[config.mk]
export PLATFORM = sky130hd
export DESIGN_NAME = pushbutton_event_controller
export DESIGN_NICKNAME = d
export VERILOG_FILES = /design/src/rtl/pushbutton_event_controller.sv
export SDC_FILE = /design/constraint.sdc
export NUM_CORES = 1
export LEC_CHECK = 0
export BUFFER_PORTS_ARGS = -buffer_cell sky130_fd_sc_hd__buf_2
export CORE_MARGIN = 5
export CORE_UTILIZATION = 50
export DETAILED_ROUTE_END_ITERATION = 7
export GPL_ROUTABILITY_DRIVEN = 0
export PLACE_DENSITY = 0.76
export RECOVER_POWER = 100
export SYNTH_ARGS = -nofsm -noshare
export SYNTH_HDL_FRONTEND = slang
export SYNTH_SLANG_ARGS = --single-unit
[constraint.sdc]
create_clock -name clk -period 2.7 [get_ports clk]
set_input_delay 0.675 -clock clk [delete_from_list [all_inputs] [get_ports clk]]
set_output_delay 0.675 -clock clk [all_outputs]
set_load 0.02 [all_outputs]
[src/rtl/pushbutton_event_controller.sv]
// Pushbutton controller: 2-flop sync, per-button debounce, press-edge capture,
// press counters and a maskable level interrupt behind a 4-word register slave.
module pushbutton_event_controller #(
    parameter int   NUM_BUTTONS     = 4,
    parameter int   DEBOUNCE_CYCLES = 50000,
    parameter logic PRESSED_LEVEL   = 1'b0
) (
    input  logic                   clk,
    input  logic                   reset_n,
    input  logic [1:0]             address,
    input  logic                   chipselect,
    input  logic                   read,
    input  logic                   write,
    input  logic [31:0]            writedata,
    input  logic [NUM_BUTTONS-1:0] pushbuttons,
    output logic [31:0]            readdata,
    output logic                   irq
);

    localparam int CW   = $clog2(DEBOUNCE_CYCLES);
    localparam int NCNT = (NUM_BUTTONS < 4) ? NUM_BUTTONS : 4;
    localparam logic [NUM_BUTTONS-1:0] RELEASED = {NUM_BUTTONS{~PRESSED_LEVEL}};

    logic [NUM_BUTTONS-1:0] sync1_q, sync2_q;
    logic [NUM_BUTTONS-1:0] db_q, db_d;
    logic [CW-1:0]          dbc_q [NUM_BUTTONS];
    logic [CW-1:0]          dbc_d [NUM_BUTTONS];
    logic [NUM_BUTTONS-1:0] ec_q, ec_d;
    logic [NUM_BUTTONS-1:0] mask_q, mask_d;
    logic [7:0]             cnt_q [NCNT];
    logic [7:0]             cnt_d [NCNT];
    logic [31:0]            rd_q, rd_d;
    logic                   irq_q, irq_d;

    logic [NUM_BUTTONS-1:0] pressed_q, pressed_d, press_evt;
    logic                   wr_mask, wr_ec, wr_cnt;
    logic                   unused_wdata;

    assign unused_wdata = ^writedata[31:NUM_BUTTONS];

    assign wr_mask = chipselect && write && (address == 2'd1);
    assign wr_ec   = chipselect && write && (address == 2'd2);
    assign wr_cnt  = chipselect && write && (address == 2'd3);

    // db ^ RELEASED yields 1 exactly where the debounced level equals PRESSED_LEVEL
    assign pressed_q = db_q ^ RELEASED;
    assign pressed_d = db_d ^ RELEASED;
    assign press_evt = pressed_d & ~pressed_q;

    always_comb begin
        db_d = db_q;
        for (int i = 0; i < NUM_BUTTONS; i++) begin
            dbc_d[i] = '0;
            if (sync2_q[i] != db_q[i]) begin
                if (dbc_q[i] == CW'(DEBOUNCE_CYCLES - 1)) begin
                    db_d[i] = sync2_q[i];
                end else begin
                    dbc_d[i] = dbc_q[i] + CW'(1);
                end
            end
        end
    end

    // Press event ORed in after the clear so a same-cycle press wins
    always_comb begin
        ec_d   = (ec_q & ~(wr_ec ? writedata[NUM_BUTTONS-1:0] : '0)) | press_evt;
        mask_d = wr_mask ? writedata[NUM_BUTTONS-1:0] : mask_q;
        irq_d  = |(ec_q & mask_q);
        for (int i = 0; i < NCNT; i++) begin
            cnt_d[i] = wr_cnt ? {7'd0, press_evt[i]} : cnt_q[i] + {7'd0, press_evt[i]};
        end
    end

    always_comb begin
        rd_d = '0;
        if (chipselect && read) begin
            case (address)
                2'd0: rd_d[NUM_BUTTONS-1:0] = pressed_q;
                2'd1: rd_d[NUM_BUTTONS-1:0] = mask_q;
                2'd2: rd_d[NUM_BUTTONS-1:0] = ec_q;
                2'd3: begin
                    for (int i = 0; i < NCNT; i++) begin
                        rd_d[8*i +: 8] = cnt_q[i];
                    end
                end
                default: rd_d = '0;
            endcase
        end
    end

    always_ff @(posedge clk or negedge reset_n) begin
        if (!reset_n) begin
            sync1_q <= RELEASED;
            sync2_q <= RELEASED;
            db_q    <= RELEASED;
            ec_q    <= '0;
            mask_q  <= '0;
            rd_q    <= '0;
            irq_q   <= 1'b0;
            for (int i = 0; i < NUM_BUTTONS; i++) begin
                dbc_q[i] <= '0;
            end
            for (int i = 0; i < NCNT; i++) begin
                cnt_q[i] <= '0;
            end
        end else begin
            sync1_q <= pushbuttons;
            sync2_q <= sync1_q;
            db_q    <= db_d;
            ec_q    <= ec_d;
            mask_q  <= mask_d;
            rd_q    <= rd_d;
            irq_q   <= irq_d;
            for (int i = 0; i < NUM_BUTTONS; i++) begin
                dbc_q[i] <= dbc_d[i];
            end
            for (int i = 0; i < NCNT; i++) begin
                cnt_q[i] <= cnt_d[i];
            end
        end
    end

    assign readdata = rd_q;
    assign irq      = irq_q;

endmodule

# ---- After elaboration in Yosys (flattened, before gate mapping)
# Index checks and enable logic that the tools add are counted.
# Widths: inputs -> output; s select.
dict set report op_classes {
  n_addsub 8
  multipliers 0
  div_mod_pow 0
  order_cmp 0
  eq_ne 11
  shift 0
  muxes 24
  bitwise 8
  reduce_logical 7
}
# op n
set op_table {}
lappend op_table {{$mux 16} 8}
lappend op_table {{$add 16x1->16 const B} 4}
lappend op_table {{$eq 16x16->1 const B} 4}
lappend op_table {{$add 8x1->8} 4}
lappend op_table {{$mux 32} 1}
lappend op_table {{$mux 8} 4}
lappend op_table {{$mux 28} 1}
lappend op_table {{$not 4->4} 4}
lappend op_table {{$pmux 4 s4} 1}
lappend op_table {{$and 4x4->4} 3}
lappend op_table {{$mux 1} 8}
lappend op_table {{$logic_and 1x1->1} 5}
lappend op_table {{$eq 2x2->1 const B} 2}
lappend op_table {{$mux 4} 1}
lappend op_table {{$ne 1x1->1} 4}
lappend op_table {{$or 4x4->4} 1}
lappend op_table {{$reduce_or 4->1} 1}
lappend op_table {{$eq 2x1->1 const B} 1}
lappend op_table {{$logic_not 2->1} 1}
dict set report totals {
  ff_bits 149
  latch_bits 0
  mem_bits_rw 0
  romBits 0
  input_bits 43
  memories 0
}

# ---- Depth between registers and ports, before layout
# Gate-level depths: netlist (run 1).
dict set report logic_depth {
  word_depth 7
  depth_mapped 9
}

# ---- Least setup slack after synthesis (run 1)
# No wires, ideal clock.
dict set report synth_timing {
  kind {reg-to-reg}
  from {register dbc_q[16] (netlist bit)}
  to {register cnt_q[14] (netlist bit)}
  arrival_time_ns 2.134
  t_required_ns 2.622
  setup_slack_ns 0.488
  stages_incl_launch_ff 10
  cell_sequence {dfrtp_1 > ha_1 > and3_1 > nand4_1 > nor3b_1 > ha_1 > ha_1 > nand2_1 > or3_1 > a21oi_1}
}
# element line_no
set synth_lines {}
lappend synth_lines {{from (decl)} 26} ;# logic [CW-1:0] dbc_q [NUM_BUTTONS];
lappend synth_lines {{from (signal, indexed assignment)} 115} ;# dbc_q[i] <= dbc_d[i];
lappend synth_lines {{to (signal, indexed assignment)} 118} ;# cnt_q[i] <= cnt_d[i];
lappend synth_lines {{to (decl)} 30} ;# logic [7:0] cnt_q [NCNT];

==> results.md, run 1 <==
* Reg2reg setup slack at 310 ps
* Max-slew violation count at 68
* Layout Area Growth over Synthesis at 16.4%
* Clock tree root buffer cell: sky130_fd_sc_hd__clkbuf_16
* Top_reg_cell synth: sky130_fd_sc_hd__dfrtp_1
* Static leakage power at 3.32 nW
* Maximum fanout along the worst path at 5
* DP Wirelength at 8460 um
* Chip height at 124 um
* TritonCTS clock tree: done
* # Max-Cap Violations at 1
* Clock sink count at 149
* Mean post-synth cell area at 11.1 um^2
* Worst relative slew slack at -14.1%
* Horizontal die dimension at 124 um
* Most common cell on crit path: sky130_fd_sc_hd__ha_1
* Uppermost layer routed: met5
* Largest net degree at the start of global routing at 69
* Portion of total power attributed to sequential cells at 47.7%
* First-pass DRT Iterations at 4
* CP top delay family: simple AND/OR/NAND/NOR gates
* Power Internal at 3.87 mW
* Gate power share at 3.6%
* Largest cells by area after synthesis: sky130_fd_sc_hd__dfrtp_1 53%, sky130_fd_sc_hd__xnor2_1 6.9%, sky130_fd_sc_hd__nor2_1 5.6%, sky130_fd_sc_hd__dfstp_2 4.9%, sky130_fd_sc_hd__xor2_1 3.5%
* Total routed wire length on the met1 layer at 5430 um
* Cells resized by post-CTS repair at 0
* Final hold violations at 0
* Final worst clock skew at 8.89 ps
* Synth top area share at 52.8%
* Count of flip-flops with a built-in enable after synthesis at 0
* Share of synthesized flip-flops with an asynchronous set or reset at 100%
* Yosys warning count at 0
* Bufs on Longest Clock Path at 2
* Share of synthesized area occupied by flip-flops and latches at 57.7%
* PnR Total Power at 4.93 mW
* Failing checks: capacitance limit, slew limit
* FILL cells at 1049
* Seq cells post-synth at 149
* Startpoint of the worst hold path: pushbuttons[1]
* Number of global-route vias before repair at 4518
* Biggest area consumer among synthesized cells: sky130_fd_sc_hd__dfrtp_1
* Total Nets Final at 709
* Share of the core filled with cells in the final layout at 59.6%
* Switching power of the nets at 1.07 mW
* Global-route wire length before repair at 21500 um
* CTS H-tree depth at 4
* Fraction of layout cells with a size suffix above 1 at 11.8%
* Clock transition at the register clock pins on the worst setup and hold paths after CTS at 60 ps
* Data required time of the worst path at 3040 ps
* Hold-critical path endpoint: sync1_q[1]$_DFF_PN1_
* Cell-by-cell trace of the critical path: nor4bb_1, nand4_1, nor3b_1, buf_4, ha_1, ha_1, nand2_1, or3_1, a21oi_1
* Multi-input gate area in the final layout at 2640 um^2
* Peak Freq at 419 MHz
* Area of the core region at 12700 um^2
* Most instantiated cells after synthesis: 137 x sky130_fd_sc_hd__dfrtp_1, 97 x sky130_fd_sc_hd__nor2_1, 51 x sky130_fd_sc_hd__xnor2_1
* Average vias per placed instance at 5.27
* Clock period minus final worst setup slack at 2390 ps
* Overall Global Routing Usage at 18.1%
* Vias after detailed routing at 4429
* Maximum vdd drop at 0.475 mV
* I/O Pins at 76
* Antenna viol nets, final at 0
* Clock latency on the worst-skew pair at 420 ps
* Number of I/O port buffers at 47
* Wire length per cell at 14.7 um
* Cell area after technology mapping at 6490 um^2
* Number of cells on the worst reg-to-reg path at 9
* Setup Viol. Count Final at 0
* Worst Hold Path Cells at 1
* Clock Power Share at 48.7%
* Violation count after the first detailed-routing iteration at 208
* Outcome: complete, but fails checks
* Most frequent cell after synthesis: sky130_fd_sc_hd__dfrtp_1
* Synth cell types at 41
* CTS Hold Bufs at 0
* Capture instance of the worst register-to-register path: cnt_q[14]$_DFF_PN0_
* Length of routed met3 wiring at 656 um
* Worst path arrival time at 2730 ps
* Setup repair after global routing missed its margin: no
* Congestion Overflow GR at 0
* Slowest cell on the critical path: sky130_fd_sc_hd__dfrtp_1
* Tightest Pin Transition at 1710 ps
* Buffer count from post-CTS setup fixing at 0
* Category of the critical setup timing path: reg2reg
* Post-synthesis net count at 640
* Initial Util at 51.2%
* Worst r2r src: dbc_q[28]$_DFF_PN0_
* Setup tns final at 0 ps
* Sequential cell area at 3740 um^2
* Power per cell area at 653 nW/um^2
* Maximum single-stage delay on the critical path at 440 ps
* Routed WL at 12400 um
* DIE AREA at 15400 um^2
* Buffer and inverter count on the worst path at 1
* Std cell rows at 41
* TritonCTS buffer count at 17
* Wire length on met2 at 6120 um
* Share of total power consumed by net switching at 21.6%
* HP Class: in2reg
* Syn Inst Count at 585
* Kind of capture point of the worst setup path: flip-flop
* Part of the cycle the worst path needs at 88.4%
* Residual DRC at 0
* Type of element launching the critical path: flip-flop
* Number of antenna violations at the first check in global routing at 2
[layout by cell type (no fill, tap or decap), drive strengths merged, types with 5 or more instances in the layout]
cell	Yosys	final
inv	16	17
and2	28	28
nor3	12	12
a21oi	5	5
and3	14	14
nor2	97	97
nor4bb	7	7
nand3	36	36
nor4	17	17
xor2	26	26
nand4	19	19
clkbuf	9	66
dfstp	12	12
nand2	27	27
mux2	12	12
dfrtp	137	137
a211oi	6	6
xnor2	51	51
ha	12	12
clkinv	0	5
buf	2	17
nor2b	5	5
[layout make-up]
cell class,instances,share of cell area [%]
diodes,1,0.0331
clock buffers,22,6.15
clock inverters,10,1.94
inverters,16,0.795
multi-input cells,409,35.0
flip-flops and latches,149,49.6
well taps,172,2.85
repair buffers,61,3.71
[registers in the layout, indices dropped and copies added (netlist names), 4 cells and up]
| signal | flops |
|---|---|
| dbc_q | 64 |
| cnt_q | 32 |
| readdata | 32 |
| db_q | 4 |
| ec_q | 4 |
| mask_q | 4 |
| sync1_q | 4 |
| sync2_q | 4 |
[stage by stage]
step	setup slack [ps]	instance area (um^2)	hold slack (ps)	std cells
final	314	7550	350	840
after global routing	112	7550	331	839
after CTS	305	7630	277	839
after detailed placement	306	7020	347	807
after global placement	379	7020	347	807
after floorplan	488	6490	345	585
[per-layer routing]
| metal | vias up | global-route usage, % |
|---|---|---|
| met5 | - | 0 |
| met2 | 82 | 30.1 |
| met1 | 2178 | 22.2 |
| li1 | 2150 | - |
| met3 | 15 | 6.09 |
| met4 | 4 | 5.89 |
[kinds of logic (layout without fill, tap and decap cells)]
| kind of cell | count (synthesis) | after routing | share of synthesized area [%] |
|---|---|---|---|
| fa+ha+maj | 12 | 12 | 2.31 |
| xor+xnor | 77 | 77 | 10.4 |
| mux | 17 | 17 | 3.05 |
| other cells | 0 | 1 | 0 |
| flops | 149 | 149 | 57.7 |
| simple gates | 280 | 280 | 22.6 |
| compound gates | 23 | 23 | 2.39 |
| buf+inv | 27 | 109 | 1.58 |
[worst max path at each step]
stage / from / end / cells after the start
detailed placement: dbc_q[16]$_DFF_PN0_ / cnt_q[14]$_DFF_PN0_ / 10
floorplan: dbc_q[16]$_DFF_PN0_ / cnt_q[14]$_DFF_PN0_ / 9
CTS: dbc_q[16]$_DFF_PN0_ / cnt_q[14]$_DFF_PN0_ / 10
global route: dbc_q[48]$_DFF_PN0_ / cnt_q[30]$_DFF_PN0_ / 9
global placement: dbc_q[27]$_DFF_PN0_ / cnt_q[14]$_DFF_PN0_ / 9
finish: dbc_q[28]$_DFF_PN0_ / cnt_q[14]$_DFF_PN0_ / 9
[worst register-to-register path: cells and delay by family, from the launching register on]
family	cells	cell delay, ps
buf+inv	1	170
simple gates	5	1140
fa+ha+maj	2	410
compound gates	1	150
flops	1	440
[power by group through the flow]
stage	sequential (mW)	clock (mW)	combinational, mW
floorplan	2.38	0	0.0912
global placement	2.39	0	0.179
detailed placement	2.39	0	0.186
CTS	2.35	2.44	0.188
global route	2.36	2.55	0.204
finish	2.35	2.40	0.179
No activity file was read; power rests on OpenSTA's default activity.
==> inputs of run 2 (changes only) <==
--- a/config.mk
+++ b/config.mk
@@ -6,6 +6,7 @@
 export NUM_CORES = 1
 export LEC_CHECK = 0
 export BUFFER_PORTS_ARGS = -buffer_cell sky130_fd_sc_hd__buf_2
+export CORE_ASPECT_RATIO = 1.75
 export CORE_MARGIN = 5
 export CORE_UTILIZATION = 50
 export DETAILED_ROUTE_END_ITERATION = 7
==> run 2 against run 1 <==
Against the previous run: the flow now finishes without violations; register-to-register slack lost 80 ps; hold slack gained 5.7 ps; sequential share of layout area grew 0.22 points; count of clock-buffer cells in the layout shrank 2; die area grew 0.58%; wire length grew 5.5%; design area shrank 0.45%; final cell count shrank 0.24%.
==> results.md, run 2 (synthesis gave the netlist of run 1 again) <==
* Outcome: complete, no violations (was complete, but fails checks)
* Number of flip-flops in the largest register at 64 (unchanged)
* Worst relative slew slack at 17.1% (was -14.1%)
* First-pass DRT Iterations at 4 (unchanged)
* Number of antenna violations at the first check in global routing at 2 (unchanged)
* Antenna cells at 0 (was 1)
* Power per cell area at 653 nW/um^2 (about the same)
* Violation count after the first detailed-routing iteration at 193 (was 208)
* Overall Global Routing Usage at 18.8% (was 18.1%)
* Clock tree root buffer cell: sky130_fd_sc_hd__clkbuf_16 (unchanged)
* Global-route wire length before repair at 22700 um (was 21500 um)
* Tightest Pin Transition at 1240 ps (was 1710 ps)
* Number of I/O port buffers at 47 (unchanged)
* Max-slew violation count at 0 (was 68)
* Std cell rows at 55 (was 41)
* Final WS setup at 230 ps (was 314 ps)
* Clock latency on the worst-skew pair at 420 ps (about the same)
* Antenna viol nets, final at 0 (unchanged)
* I/O Pins at 76 (unchanged)
* Wire length per cell at 15.6 um (was 14.7 um)
* Type of element launching the critical path: flip-flop (unchanged)
* Maximum fanout along the worst path at 5 (unchanged)
* Chip height at 161 um (was 124 um)
* Residual DRC at 0 (unchanged)
* Share of the core filled with cells in the final layout at 58.4% (was 59.6%)
* Setup tns final at 0 ps (unchanged)
* Most common library cell in the layout ignoring fill and taps: sky130_fd_sc_hd__dfrtp_1 (unchanged)
* Clock transition at the register clock pins on the worst setup and hold paths after CTS at 60 ps (about the same)
* Final worst clock skew at 11.2 ps (was 8.89 ps)
* Maximum vdd drop at 0.411 mV (was 0.475 mV)
* Vias after detailed routing at 4505 (was 4429)
* Bufs on Longest Clock Path at 2 (unchanged)
* Clock sink count at 149 (unchanged)
* Area of the core region at 12900 um^2 (was 12700 um^2)
* Clock period minus final worst setup slack at 2470 ps (was 2390 ps)
* Total Nets Final at 709 (unchanged)
* CTS Hold Bufs at 0 (unchanged)
* TritonCTS buffer count at 17 (unchanged)
* Part of the cycle the worst path needs at 91.5% (was 88.4%)
* DIE AREA at 15400 um^2 (about the same)
* Worst path arrival time at 2810 ps (was 2730 ps)
* PnR Total Power at 4.91 mW (was 4.93 mW)
* Final hold violations at 0 (unchanged)
* Average vias per placed instance at 5.38 (was 5.27)
* Buffer count from post-CTS setup fixing at 0 (unchanged)
* Placed cell areas at 7020 um^2 (about the same)
* Cells resized by post-CTS repair at 0 (unchanged)
* CTS H-tree depth at 4 (unchanged)
* Top library cells by usage in the layout, fill and taps aside: 137 x sky130_fd_sc_hd__dfrtp_1, 96 x sky130_fd_sc_hd__nor2_1, 51 x sky130_fd_sc_hd__xnor2_1, 45 x sky130_fd_sc_hd__clkbuf_1, 35 x sky130_fd_sc_hd__nand3_1 (was 137 x sky130_fd_sc_hd__dfrtp_1, 96 x sky130_fd_sc_hd__nor2_1, 51 x sky130_fd_sc_hd__xnor2_1, 43 x sky130_fd_sc_hd__clkbuf_1, 34 x sky130_fd_sc_hd__nand3_1)
* Peak Freq at 405 MHz (was 419 MHz)
* Finished layout cell area at 7520 um^2 (was 7550 um^2)
* Worst setup slack after placement at 278 ps (was 306 ps)
* DP Wirelength at 8980 um (was 8460 um)
* Count of placed standard cells including taps at 806 (was 807)
* Static leakage power at 3.30 nW (was 3.32 nW)
* # Max-Cap Violations at 0 (was 1)
* Data required time of the worst path at 3040 ps (about the same)
* FILL cells at 1088 (was 1049)
* Routed WL at 13000 um (was 12400 um)
* Number of global-route vias before repair at 4850 (was 4518)
* Kind of capture point of the worst setup path: flip-flop (unchanged)
* Initial Util at 50.4% (was 51.2%)
* Largest net degree at the start of global routing at 63 (was 69)
* Horizontal die dimension at 96.1 um (was 124 um)
* TritonCTS clock tree: done (unchanged)
* Fraction of layout cells with a size suffix above 1 at 11.1% (was 11.8%)
* Category of the critical setup timing path: reg2reg (unchanged)
* Setup Viol. Count Final at 0 (unchanged)
* Number of standard cells in the layout, taps in and fillers out at 838 (was 840)
* Congestion Overflow GR at 0 (unchanged)
* HP Class: in2reg (unchanged)
* Layout Area Growth over Synthesis at 15.8% (was 16.4%)
* Hold slack at 356 ps (was 350 ps)
* Setup repair after global routing missed its margin: no (unchanged)
* Register bank with the most flops: dbc_q (unchanged)
## run 2: cell type report
cell class | count | area (um^2) | area share (%)
timing repair buffer | 61 | 264 | 3.51
inverter | 16 | 60.1 | 0.799
sequential | 149 | 3740 | 49.8
tap | 171 | 214 | 2.85
clock buffer | 20 | 447 | 5.94
multi-input combinational | 409 | 2640 | 35.0
clock inverter | 12 | 155 | 2.06
## run 2: power by group
group | internal [mW] | switching, mW
clock | 1.48 | 0.903
combinational | 0.0599 | 0.117
sequential | 2.30 | 0.0555
total | 3.83 | 1.08
## run 2: layer usage
metal	global-route usage (%)	vias to the layer above	share of wire, %
met2	31.6	90	56
met5	0	-	0.21
met3	5.30	24	3.5
li1	-	2137	-
met1	21.5	2250	39
met4	8.81	4	2.0
## run 2: final timing paths
| check | start | endpoint | slack (ps) | depth (start not counted) |
|---|---|---|---|---|
| setup / recovery | dbc_q[28]$_DFF_PN0_ | cnt_q[14]$_DFF_PN0_ | 230 | 9 |
| setup reg to reg | dbc_q[28]$_DFF_PN0_ | cnt_q[14]$_DFF_PN0_ | 230 | 9 |
| hold reg to reg | sync1_q[1]$_DFF_PN1_ | sync2_q[1]$_DFF_PN1_ | 360 | 0 |
| max in group asynchronous | reset_n | dbc_q[4]$_DFF_PN0_ | 590 | 2 |
| hold / removal | pushbuttons[1] | sync1_q[1]$_DFF_PN1_ | 360 | 1 |
| min in group asynchronous | reset_n | dbc_q[41]$_DFF_PN0_ | 500 | 1 |
## run 2: worst max-delay path, cell delays in order (launching register included)
cell and delay [ps]:
sky130_fd_sc_hd__dfrtp_1 440, sky130_fd_sc_hd__nor4bb_1 370, sky130_fd_sc_hd__nand4_1 240, sky130_fd_sc_hd__nor3b_1 240, sky130_fd_sc_hd__buf_4 160, sky130_fd_sc_hd__ha_1 200
sky130_fd_sc_hd__ha_1 190, sky130_fd_sc_hd__nand2_1 70, sky130_fd_sc_hd__or3_1 310, sky130_fd_sc_hd__a21oi_1 150
